==> src/rtl/wash_actuator_if.sv <==
// Bundle of command strobes, sensor inputs and actuator drives between the
// wash-program processor side and the actuator driver.
`timescale 1ns/1ps
interface wash_actuator_if;
    logic ctrl_fill;
    logic ctrl_release;
    logic ctrl_forward;
    logic ctrl_reverse;
    logic water_full;
    logic fault_clr;
    logic valve_in;
    logic valve_out;
    logic motor_fwd;
    logic motor_rev;
    logic fault;

    // Command/sensor side: drives requests, observes actuators.
    modport master (
        output ctrl_fill, ctrl_release, ctrl_forward, ctrl_reverse,
        output water_full, fault_clr,
        input  valve_in, valve_out, motor_fwd, motor_rev, fault
    );

    // Driver side: consumes requests, drives actuators.
    modport slave (
        input  ctrl_fill, ctrl_release, ctrl_forward, ctrl_reverse,
        input  water_full, fault_clr,
        output valve_in, valve_out, motor_fwd, motor_rev, fault
    );
endinterface

==> src/rtl/wash_actuator_driver.sv <==
// Wash actuator driver: turns processor strobes into valve and motor drives
// with motor dead time, valve switch-over gap, fill cutoff on the level
// sensor and a sticky fault on conflicting commands. All drives registered.
`timescale 1ns/1ps
module wash_actuator_driver #(
    parameter int unsigned DEAD_TIME = 4,
    parameter int unsigned VALVE_GAP = 2,
    parameter int unsigned CNT_WIDTH = 8
) (
    input  logic           clk,
    input  logic           rst_n,
    wash_actuator_if.slave bus
);

    typedef enum logic [1:0] {M_IDLE, M_FWD, M_REV, M_DEAD} motor_state_t;
    typedef enum logic [1:0] {V_IDLE, V_FILL, V_DRAIN, V_GAP} valve_state_t;

    // Counters hold "remaining cycles minus one", so the wait is exactly N.
    localparam logic [CNT_WIDTH-1:0] DEAD_LOAD = CNT_WIDTH'(DEAD_TIME - 1);
    localparam logic [CNT_WIDTH-1:0] GAP_LOAD  = CNT_WIDTH'(VALVE_GAP - 1);
    localparam logic [CNT_WIDTH-1:0] CNT_ONE   = CNT_WIDTH'(1);

    motor_state_t         m_state_q, m_state_d;
    valve_state_t         v_state_q, v_state_d;
    logic [CNT_WIDTH-1:0] m_cnt_q, m_cnt_d;
    logic [CNT_WIDTH-1:0] v_cnt_q, v_cnt_d;
    logic                 fault_q, fault_d;
    logic                 motor_fwd_q, motor_rev_q;
    logic                 valve_in_q, valve_out_q;

    logic conflict;
    logic fwd_req, rev_req, fill_req, drn_req, fill_ok;

    // Request qualification and sticky fault next state (set wins over clear).
    always_comb begin
        conflict = (bus.ctrl_fill & bus.ctrl_release) |
                   (bus.ctrl_forward & bus.ctrl_reverse);
        fwd_req  = bus.ctrl_forward & ~bus.ctrl_reverse & ~fault_q;
        rev_req  = bus.ctrl_reverse & ~bus.ctrl_forward & ~fault_q;
        fill_req = bus.ctrl_fill & ~bus.ctrl_release & ~fault_q;
        drn_req  = bus.ctrl_release & ~bus.ctrl_fill & ~fault_q;
        fill_ok  = fill_req & ~bus.water_full;
        fault_d  = fault_q;
        if (conflict) begin
            fault_d = 1'b1;
        end else if (bus.fault_clr) begin
            fault_d = 1'b0;
        end
    end

    // Motor FSM: any stop or reversal passes through a DEAD_TIME off window.
    always_comb begin
        m_state_d = m_state_q;
        m_cnt_d   = m_cnt_q;
        unique case (m_state_q)
            M_IDLE: begin
                if (fwd_req) begin
                    m_state_d = M_FWD;
                end else if (rev_req) begin
                    m_state_d = M_REV;
                end
            end
            M_FWD: begin
                if (!fwd_req) begin
                    m_state_d = M_DEAD;
                    m_cnt_d   = DEAD_LOAD;
                end
            end
            M_REV: begin
                if (!rev_req) begin
                    m_state_d = M_DEAD;
                    m_cnt_d   = DEAD_LOAD;
                end
            end
            M_DEAD: begin
                if (m_cnt_q != '0) begin
                    m_cnt_d = m_cnt_q - CNT_ONE;
                end else if (fwd_req) begin
                    m_state_d = M_FWD;
                end else if (rev_req) begin
                    m_state_d = M_REV;
                end else begin
                    m_state_d = M_IDLE;
                end
            end
            default: m_state_d = M_IDLE;
        endcase
    end

    // Valve FSM: fill is cut off by the level sensor; any close opens a gap.
    always_comb begin
        v_state_d = v_state_q;
        v_cnt_d   = v_cnt_q;
        unique case (v_state_q)
            V_IDLE: begin
                if (fill_ok) begin
                    v_state_d = V_FILL;
                end else if (drn_req) begin
                    v_state_d = V_DRAIN;
                end
            end
            V_FILL: begin
                if (!fill_ok) begin
                    v_state_d = V_GAP;
                    v_cnt_d   = GAP_LOAD;
                end
            end
            V_DRAIN: begin
                if (!drn_req) begin
                    v_state_d = V_GAP;
                    v_cnt_d   = GAP_LOAD;
                end
            end
            V_GAP: begin
                if (v_cnt_q != '0) begin
                    v_cnt_d = v_cnt_q - CNT_ONE;
                end else if (fill_ok) begin
                    v_state_d = V_FILL;
                end else if (drn_req) begin
                    v_state_d = V_DRAIN;
                end else begin
                    v_state_d = V_IDLE;
                end
            end
            default: v_state_d = V_IDLE;
        endcase
    end

    // State, counters, fault and registered actuator drives.
    always_ff @(posedge clk) begin
        if (!rst_n) begin
            m_state_q   <= M_IDLE;
            v_state_q   <= V_IDLE;
            m_cnt_q     <= '0;
            v_cnt_q     <= '0;
            fault_q     <= 1'b0;
            motor_fwd_q <= 1'b0;
            motor_rev_q <= 1'b0;
            valve_in_q  <= 1'b0;
            valve_out_q <= 1'b0;
        end else begin
            m_state_q   <= m_state_d;
            v_state_q   <= v_state_d;
            m_cnt_q     <= m_cnt_d;
            v_cnt_q     <= v_cnt_d;
            fault_q     <= fault_d;
            motor_fwd_q <= (m_state_d == M_FWD);
            motor_rev_q <= (m_state_d == M_REV);
            valve_in_q  <= (v_state_d == V_FILL);
            valve_out_q <= (v_state_d == V_DRAIN);
        end
    end

    assign bus.motor_fwd = motor_fwd_q;
    assign bus.motor_rev = motor_rev_q;
    assign bus.valve_in  = valve_in_q;
    assign bus.valve_out = valve_out_q;
    assign bus.fault     = fault_q;

endmodule

==> src/flat_wrapper.sv <==
// flat-port wrapper written by rule: the top's interface ports become plain ports
module wash_actuator_driver_flat 
#(
    parameter int unsigned DEAD_TIME = 4,
    parameter int unsigned VALVE_GAP = 2,
    parameter int unsigned CNT_WIDTH = 8
)
  (clk, rst_n, bus_ctrl_fill, bus_ctrl_release, bus_ctrl_forward, bus_ctrl_reverse, bus_water_full, bus_fault_clr, bus_valve_in, bus_valve_out, bus_motor_fwd, bus_motor_rev, bus_fault);
  wash_actuator_if bus_i ();
  input  logic clk;
  input  logic rst_n;
  input wire logic [$bits(bus_i.ctrl_fill)-1:0] bus_ctrl_fill;
  input wire logic [$bits(bus_i.ctrl_release)-1:0] bus_ctrl_release;
  input wire logic [$bits(bus_i.ctrl_forward)-1:0] bus_ctrl_forward;
  input wire logic [$bits(bus_i.ctrl_reverse)-1:0] bus_ctrl_reverse;
  input wire logic [$bits(bus_i.water_full)-1:0] bus_water_full;
  input wire logic [$bits(bus_i.fault_clr)-1:0] bus_fault_clr;
  output wire logic [$bits(bus_i.valve_in)-1:0] bus_valve_in;
  output wire logic [$bits(bus_i.valve_out)-1:0] bus_valve_out;
  output wire logic [$bits(bus_i.motor_fwd)-1:0] bus_motor_fwd;
  output wire logic [$bits(bus_i.motor_rev)-1:0] bus_motor_rev;
  output wire logic [$bits(bus_i.fault)-1:0] bus_fault;
  assign bus_i.ctrl_fill = bus_ctrl_fill;
  assign bus_i.ctrl_release = bus_ctrl_release;
  assign bus_i.ctrl_forward = bus_ctrl_forward;
  assign bus_i.ctrl_reverse = bus_ctrl_reverse;
  assign bus_i.water_full = bus_water_full;
  assign bus_i.fault_clr = bus_fault_clr;
  assign bus_valve_in = bus_i.valve_in;
  assign bus_valve_out = bus_i.valve_out;
  assign bus_motor_fwd = bus_i.motor_fwd;
  assign bus_motor_rev = bus_i.motor_rev;
  assign bus_fault = bus_i.fault;
  wash_actuator_driver #(.DEAD_TIME(DEAD_TIME), .VALVE_GAP(VALVE_GAP), .CNT_WIDTH(CNT_WIDTH)) u_core (.clk(clk), .rst_n(rst_n), .bus(bus_i));
endmodule
==> config.mk <==
export PLATFORM = sky130hd
export DESIGN_NAME = wash_actuator_driver_flat
export DESIGN_NICKNAME = d
export VERILOG_FILES = /design/src/rtl/wash_actuator_if.sv /design/src/rtl/wash_actuator_driver.sv /design/src/flat_wrapper.sv
export SDC_FILE = /design/constraint.sdc
export NUM_CORES = 1
export LEC_CHECK = 0
export ABC_AREA = 0
export ABC_CLOCK_PERIOD_IN_PS = 4600
export BUFFER_PORTS_ARGS = -buffer_cell sky130_fd_sc_hd__buf_2
export CORE_MARGIN = 5
export CORE_UTILIZATION = 62
export CTS_CLUSTER_DIAMETER = 80
export DETAILED_ROUTE_END_ITERATION = 6
export PLACE_DENSITY = 0.91
export SLEW_MARGIN = 20
export SYNTH_ARGS = -nofsm -noshare
export SYNTH_HDL_FRONTEND = slang
export SYNTH_SLANG_ARGS = --single-unit
==> constraint.sdc <==
create_clock -name clk -period 4.6 [get_ports clk]
set_input_delay 0.92 -clock clk [delete_from_list [all_inputs] [get_ports clk]]
set_output_delay 0.92 -clock clk [all_outputs]
set_load 0.01 [all_outputs]
==> summary.txt, run 1 <==
Distinct cells, synth: 46
DRC errors left: 0
die height: 57.35 µm
final wirelength: 2889 µm
area delta synth->final: 5.671%
minimum clock period: 2.238 ns
# clock sinks: 25
Final Max Slew Viols: 0
CP max FO: 8
DRT Pass-1 Iters: 4
worst hold-check path type: flip-flop to flip-flop
fmax: 446.8 MHz
final clock period utilization by the worst path: 48.66%
PD cells: 417.7 nW/µm²
adder-cell share of the synthesized area: 1.800%
nets: 180
pre-CTS WS: 2.026 ns
Global Route Usage Sum: 18.44%
Clk Tree Root Cell: clkbuf_4
CTS max path bufs: 2
#FFs+latches synth: 25
commonest non-fill, non-tap cell in the layout: dfxtp_1
fin worst setup slack: 2.362 ns
Netlist Area Pre-Place: 1390 µm²
n_diodes: 0
max_cap viols: 0
Tot Pwr: 0.6135 mW
largest family of logic cells by synthesized area: simple AND/OR/NAND/NOR gates
post-synthesis async set-or-reset flop share: 0%
Antenna Nets Post-Route: 0
Max IR drop VDD: 0.2459 mV
Initial Utilization: 64.07%
Die X-Extent: 57.35 µm
startpoint types: input port
Post-Layout Cell Count: 197
Top FF cell, synth: dfxtp_1
row cnt: 17
post-CTS setup buffers: 0
Slew headroom: 55.46%
Critical Path AT: 2.48 ns
port bufs: 12
most frequent cells in the layout: dfxtp_1 (25), inv_1 (12), buf_2 (12), nand2_1 (10)
mux share of post-synthesis cell area: 5.041%
area of the core: 2170 µm²
Leak: 0.5976 nW
status: finished, final reports clean
vias in the first global route: 1162
first-pass GRT wire length: 4947 µm
TritonCTS Buffers: 3
Post-DP HPWL: 2124 µm
# hold bufs at CTS: 0
final sum of negative setup slack: 0 ns
crit path capture type: flip-flop
critical path class: input port to flip-flop
dpl cells: 193
Final setup viols: 0
Initial DRC Count: 66
Clk pin slew, worst setup/hold paths: 0.14 ns
Post-Synth XOR/XNOR Area: 0.6301%
Clock Latency Late Sink: 0.32 ns
fraction of layout cells with a size suffix above 1: 12.43%
number of cells produced by synthesis: 162
RSZ-0062 raised after global routing: false
routed len/inst: 14.66 µm
H-Tree Depth: 1
largest net degree at the start of global routing: 15
antenna violations before repair: 0
EDFF count, synth: 0
total grt overflow: 0
IO Pins: 13
Vias per Instance: 6.528
yosys warns: 0
Compound-Gate Fraction of Synth Area: 18.63%
die area: 3289 µm²
Resized Gates After CTS: 0
simple-gate share of the synthesized area: 31.50%
worst-margin pin slew: 0.6651 ns
CTS tree: built
worst hold margin: 0.4856 ns
final hold vios: 0
routed vias: 1286
GPL Wtd Cong: 0.8731
Avg Inst Size Synth: 8.581 µm²
Final Skew: 0.01222 ns
syn_nets: 172
register area share after synthesis: 36.00%
CP Data Required Time: 4.84 ns
logic make-up (layout without fill, tap and decap cells):
group | Yosys count | count (layout)
xor gates and xnor gates | 1 | 1
AOI/OAI and AO/OA | 34 | 34
buffers and inverters | 21 | 28
and+or+nand+nor | 72 | 72
DFF | 25 | 25
adders and majority gates | 2 | 2
muxes | 7 | 7
Yosys cell counts (5+ instances only):
cell,count,area [µm²]
nand2b_1,7,43.79
clkbuf_1,6,22.52
nor3_1,8,40.04
a21oi_1,8,40.04
nand3b_1,5,37.54
inv_1,12,45.04
mux2i_1,7,70.07
nand3_1,7,35.03
nor2_1,8,30.03
dfxtp_1,25,500.5
nand2_1,10,37.54
layout make-up:
type	count	area (µm²)
sequential	25	500.5
multi-input combinational	116	800.8
clock buffer	3	22.52
fill	183	700.7
timing repair buffer	12	60.06
clock inverter	1	5.005
tap	28	35.03
inverter	12	45.04
sequential cells by signal (all words and copies together), names as in the netlist:
name                  cells
u_core.bus.fault          1
u_core.bus.valve_in       1
u_core.bus.valve_out      1
u_core.m_cnt_q            8
u_core.bus.motor_fwd      1
u_core.m_state_q          2
u_core.v_cnt_q            8
u_core.bus.motor_rev      1
u_core.v_state_q          2
per-layer routing:
layer	GRT usage [%]	part of all wire (%)	vias to the layer above
met5	0	0	-
met3	2.941	4.9	4
li1	-	-	627
met4	5.960	1.1	0
met1	22.64	43	611
met2	32.58	51	44
worst paths after layout:
path | cells after the start | endpoint | slack (ns) | from
hold reg to reg | 2 | u_core.v_cnt_q[7] | 0.49 | u_core.v_cnt_q[7]
setup / recovery | 5 | u_core.m_cnt_q[6] | 2.36 | bus_ctrl_reverse
setup reg to reg | 4 | u_core.m_cnt_q[6] | 2.61 | u_core.m_state_q[1]
hold / removal | 2 | u_core.v_cnt_q[7] | 0.49 | u_core.v_cnt_q[7]
worst max-delay path: stages:
cell and delay (ns):
buf_2 0.12, or4bb_1 0.53, a31oi_1 0.59, nand2b_1 0.14, mux2i_1 0.18
stage by stage:
stage	area (µm²)	util [%]
final	1469	67.70
after global routing	1469	67.70
after CTS	1469	67.70
after detailed placement	1441	66.44
after global placement	1441	66.44
after floorplan	1390	-
where the power goes:
part | leakage, nW | switching, mW | total (mW) | internal (mW)
Combinational | 0.375 | 0.122 | 0.224 | 0.101
Clock | 0.0177 | 0.0658 | 0.0983 | 0.0325
Sequential | 0.205 | 0.0383 | 0.292 | 0.253
Power figures use the tool's default switching activity.
==> run 2, diff against run 1 <==
--- a/config.mk
+++ b/config.mk
@@ -6,13 +6,13 @@
 export NUM_CORES = 1
 export LEC_CHECK = 0
 export ABC_AREA = 0
-export ABC_CLOCK_PERIOD_IN_PS = 4600
+export ABC_CLOCK_PERIOD_IN_PS = 2250
 export BUFFER_PORTS_ARGS = -buffer_cell sky130_fd_sc_hd__buf_2
 export CORE_MARGIN = 5
-export CORE_UTILIZATION = 62
+export CORE_UTILIZATION = 57
 export CTS_CLUSTER_DIAMETER = 80
 export DETAILED_ROUTE_END_ITERATION = 6
-export PLACE_DENSITY = 0.91
+export PLACE_DENSITY = 0.85
 export SLEW_MARGIN = 20
 export SYNTH_ARGS = -nofsm -noshare
 export SYNTH_HDL_FRONTEND = slang
==> constraint.sdc (replaced) <==
create_clock -name clk -period 2.25 [get_ports clk]
set_input_delay 0.45 -clock clk [delete_from_list [all_inputs] [get_ports clk]]
set_output_delay 0.45 -clock clk [all_outputs]
set_load 0.01 [all_outputs]
==> run 2 against run 1 <==
Die area is 7.2% higher. Critical path type is now flip-flop to flip-flop. Flip-flop and latch count stayed put. Clock skew is 0.0031 ns higher. Largest cell class unchanged.
==> summary.txt, run 2 (synthesis results as in run 1) <==
# hold bufs at CTS: 0
commonest non-fill, non-tap cell in the layout: dfxtp_1
Filler Cell Count: 196
fraction of layout cells with a size suffix above 1: 13.45%
Die X-Extent: 59.39 µm
port bufs: 12
startpoint types: flip-flop
minimum clock period: 2.023 ns
Worst path max stage delay: 0.57 ns
Final Max Slew Viols: 0
Antenna Nets Post-Route: 0
CTS max path bufs: 2
reg2reg end: u_core.m_cnt_q[2]
Max stage delay cell, worst path: or4_4
row cnt: 17
Resized Gates After CTS: 0
Initial Utilization: 61.08%
worst-margin pin slew: 0.5670 ns
DP Area: 1456 µm²
routed vias: 1266
Clock Latency Late Sink: 0.32 ns
Clk pin slew, worst setup/hold paths: 0.14 ns
die area: 3527 µm²
FF-to-FF setup slack: 0.23 ns
Final setup viols: 0
CP Data Required Time: 2.51 ns
critical path class: flip-flop to flip-flop
Finished Cell Area: 1484 µm²
CTS tree: built
final wirelength: 2817 µm
Initial DRC Count: 55
worst hold-check path type: input port to flip-flop
PD cells: 847.5 nW/µm²
first-pass GRT wire length: 5133 µm
TritonCTS Buffers: 3
Regs by FF count: u_core.m_cnt_q (8), u_core.v_cnt_q (8)
Global Route Usage Sum: 18.20%
Clk Tree Root Cell: clkbuf_4
Vias per Instance: 6.362
die height: 59.39 µm
crit path capture: u_core.m_cnt_q[2]
crit path capture type: flip-flop
CP startpoint: u_core.m_cnt_q[3]
Max IR drop VDD: 0.5305 mV
CP max FO: 11
n_diodes: 0
DRT Pass-1 Iters: 5
Critical Path AT: 2.28 ns
antenna violations before repair: 0
# clock sinks: 25
nets: 182
vias in the first global route: 1201
H-Tree Depth: 1
DRC errors left: 0
Slew headroom: 61.72%
status: finished, final reports clean
Final Skew: 0.01531 ns
max_cap viols: 0
Leak: 0.6079 nW
Post-DP HPWL: 2172 µm
post-CTS setup buffers: 0
area delta synth->final: 6.750%
most frequent cells in the layout: dfxtp_1 (25), inv_1 (12), buf_2 (12), nand2_1 (10)
GPL Wtd Cong: 0.9308
routed len/inst: 14.16 µm
Worst R2R Path Depth: 4
fmax: 494.4 MHz
reg2reg start: u_core.m_cnt_q[3]
final clock period utilization by the worst path: 89.90%
total grt overflow: 0
RSZ-0062 raised after global routing: false
CP cell instances: or4_4, o311a_1, a2111oi_0, nand2b_1
area of the core: 2276 µm²
final sum of negative setup slack: 0 ns
final hold vios: 0
largest net degree at the start of global routing: 15
IO Pins: 13
run 2: cell types whose count changed in the layout (fill, tap and decap cells not counted):
cell   change
buf_4      +2
run 2: cell type report:
type	instances	area, µm²	area share [%]
multi-input combinational	116	800.8	53.96
sequential	25	500.5	33.73
timing repair buffer	14	75.07	5.059
inverter	12	45.04	3.035
tap	28	35.03	2.361
clock buffer	3	22.52	1.518
clock inverter	1	5.005	0.3373
run 2: power breakdown:
part	switching, mW	internal (mW)
clock network	0.131	0.0663
registers	0.0785	0.518
logic	0.252	0.212
run 2: worst min path at each step:
stage	from	end	slack (ns)	cells after the start
global placement	u_core.m_cnt_q[6]	u_core.m_cnt_q[6]	0.45	2
global route	rst_n	u_core.bus.motor_fwd	0.39	2
detailed placement	u_core.m_cnt_q[6]	u_core.m_cnt_q[6]	0.46	2
finish	rst_n	u_core.bus.valve_in	0.40	3
floorplan	u_core.m_cnt_q[6]	u_core.m_cnt_q[6]	0.44	2
CTS	rst_n	u_core.bus.valve_in	0.39	3
run 2: per-layer routing:
layer / track usage (%) / wire length [µm] / vias up
met5: 0 / 0 / -
met4: 8.414 / 14 / 0
met3: 3.050 / 89 / 2
met2: 31.05 / 1468 / 21
met1: 22.00 / 1244 / 609
li1: - / - / 634
run 2: through the flow:
step / power, mW / worst slack (ns) / utilization (%) / instances / hold WS [ns]
2_1_floorplan: 0.9659 / 0.4385 / - / 162 / 0.4420
3_3_place_gp: 1.031 / 0.3405 / 63.99 / 195 / 0.4529
5_1_grt: 1.367 / 0.1174 / 65.20 / 199 / 0.3897
3_5_place_dp: 1.065 / 0.2266 / 63.99 / 195 / 0.4619
6_report: 1.258 / 0.2272 / 65.20 / 199 / 0.3969
4_1_cts: 1.265 / 0.2290 / 65.20 / 199 / 0.3879
run 2: critical path: cells and delay by family (launching register included):
family / cells / cell delay (ns)
flops: 1 / 0.36
simple gates: 2 / 0.72
compound gates: 2 / 0.91
==> run 3, diff against run 2 <==
--- a/config.mk
+++ b/config.mk
@@ -12,6 +12,8 @@
 export CORE_UTILIZATION = 57
 export CTS_CLUSTER_DIAMETER = 80
 export DETAILED_ROUTE_END_ITERATION = 6
+export GPL_TIMING_DRIVEN = 0
+export HOLD_SLACK_MARGIN = 0.08
 export PLACE_DENSITY = 0.85
 export SLEW_MARGIN = 20
 export SYNTH_ARGS = -nofsm -noshare
==> run 3 against run 2 <==
Cell count increased by 3.5%. Register-to-register slack improved by 0.02 ns. Critical path depth increased by 1. Critical path type unchanged. Critical endpoint is now u_core.m_cnt_q[7].
==> summary.txt, run 3 (synthesis results as in run 1) <==
DRT Pass-1 Iters: 4
critical path class: flip-flop to flip-flop
reg2reg start: u_core.m_cnt_q[3]
worst hold margin: 0.3955 ns
CTS max path bufs: 2
Antenna Nets Post-Route: 0
CP cell instances: or4_4, o311a_1, buf_6, a2111oi_0, nand2b_1
Resized Gates After CTS: 0
final wirelength: 2887 µm
H-Tree Depth: 1
FF-to-FF setup slack: 0.25 ns
Finished Cell Area: 1515 µm²
CTS tree: built
fraction of layout cells with a size suffix above 1: 13.48%
Initial Utilization: 61.08%
CP Data Required Time: 2.54 ns
port bufs: 12
Slew headroom: 57.05%
hold endpoint: u_core.bus.motor_fwd
Max stage delay cell, worst path: or4_4
area delta synth->final: 9.001%
n_diodes: 0
Vias per Instance: 6.214
Final setup viols: 0
fmax: 499.4 MHz
count of buffer and inverter cells on the critical path: 1
final core occ: 66.57%
# hold bufs at CTS: 0
Clk Tree Root Cell: clkbuf_4
minimum clock period: 2.002 ns
Initial DRC Count: 57
startpoint types: flip-flop
PD cells: 843.3 nW/µm²
CP max FO: 10
DRC errors left: 0
final sum of negative setup slack: 0 ns
Clk pin slew, worst setup/hold paths: 0.16 ns
max_cap viols: 0
antenna violations before repair: 0
Post-DP HPWL: 2210 µm
CP delay by family, top: compound AO/OA/AOI/OAI gates
die height: 59.39 µm
Clock Latency Late Sink: 0.33 ns
final clock period utilization by the worst path: 89.00%
Die X-Extent: 59.39 µm
total grt overflow: 0
Global Route Usage Sum: 17.73%
reg2reg end: u_core.m_cnt_q[7]
routed vias: 1280
row cnt: 17
Leak: 0.6165 nW
first-pass GRT wire length: 4995 µm
TritonCTS Buffers: 3
worst-margin pin slew: 0.6412 ns
Regs by FF count: u_core.m_cnt_q (8), u_core.v_cnt_q (8)
Max IR drop VDD: 0.7001 mV
Hold Crit Depth: 2
worst hold-check path type: input port to flip-flop
Final Skew: 0.02311 ns
IO Pins: 13
Worst path max stage delay: 0.56 ns
post-CTS setup buffers: 0
commonest non-fill, non-tap cell in the layout: dfxtp_1
Hold Crit Start: rst_n
Filler Cell Count: 186
status: finished, final reports clean
vias in the first global route: 1269
DP Area: 1485 µm²
Critical Path AT: 2.29 ns
area of the core: 2276 µm²
GPL Wtd Cong: 0.8849
largest net degree at the start of global routing: 16
Final Max Slew Viols: 0
# clock sinks: 25
RSZ-0062 raised after global routing: false
crit path capture type: flip-flop
most frequent cells in the layout: dfxtp_1 (25), buf_2 (14), inv_1 (12), nand2_1 (10)
die area: 3527 µm²
nets: 189
final hold vios: 0
Worst R2R Path Depth: 5
routed len/inst: 14.01 µm
[run 3: worst max path at each step]
| stage | start | to | cells after the start |
|---|---|---|---|
| 6_report | u_core.m_cnt_q[3] | u_core.m_cnt_q[7] | 5 |
| 5_1_grt | u_core.bus.fault | u_core.m_cnt_q[2] | 4 |
| 4_1_cts | u_core.m_cnt_q[3] | u_core.m_cnt_q[7] | 5 |
| 3_3_place_gp | bus_ctrl_forward | u_core.m_cnt_q[7] | 5 |
| 3_5_place_dp | bus_ctrl_reverse | u_core.m_cnt_q[2] | 6 |
| 2_1_floorplan | u_core.m_cnt_q[3] | u_core.m_cnt_q[4] | 5 |
[run 3: metal layers]
metal	GRT usage [%]	vias to the layer above	wire, µm
li1	-	642	-
met1	18.24	600	1215
met2	34.79	34	1527
met3	4.357	4	126
met4	4.531	0	18
met5	0	-	0
[run 3: power breakdown]
part / internal (mW) / switching [mW]
sequential: 0.518 / 0.0615
clock: 0.0680 / 0.144
combinational: 0.219 / 0.268
total: 0.805 / 0.473
[run 3: per-stage QoR]
step	std cells	total power [mW]	setup WS, ns
after floorplan	162	0.9659	0.4385
after global placement	202	1.047	0.2363
after detailed placement	202	1.071	0.1645
after CTS	206	1.280	0.2382
after global routing	206	1.374	0.1098
final	206	1.278	0.2476
[run 3: final cells by class]
cell class / count / area [µm²] / share of cell area, %
Buffer: 9 / 43.79 / 2.890
Clock buffer: 3 / 22.52 / 1.486
Clock inverter: 1 / 7.507 / 0.4955
Inverter: 12 / 45.04 / 2.973
Multi-Input combinational cell: 116 / 800.8 / 52.85
Sequential cell: 25 / 500.5 / 33.03
Tap cell: 28 / 35.03 / 2.312
Timing Repair Buffer: 12 / 60.06 / 3.964
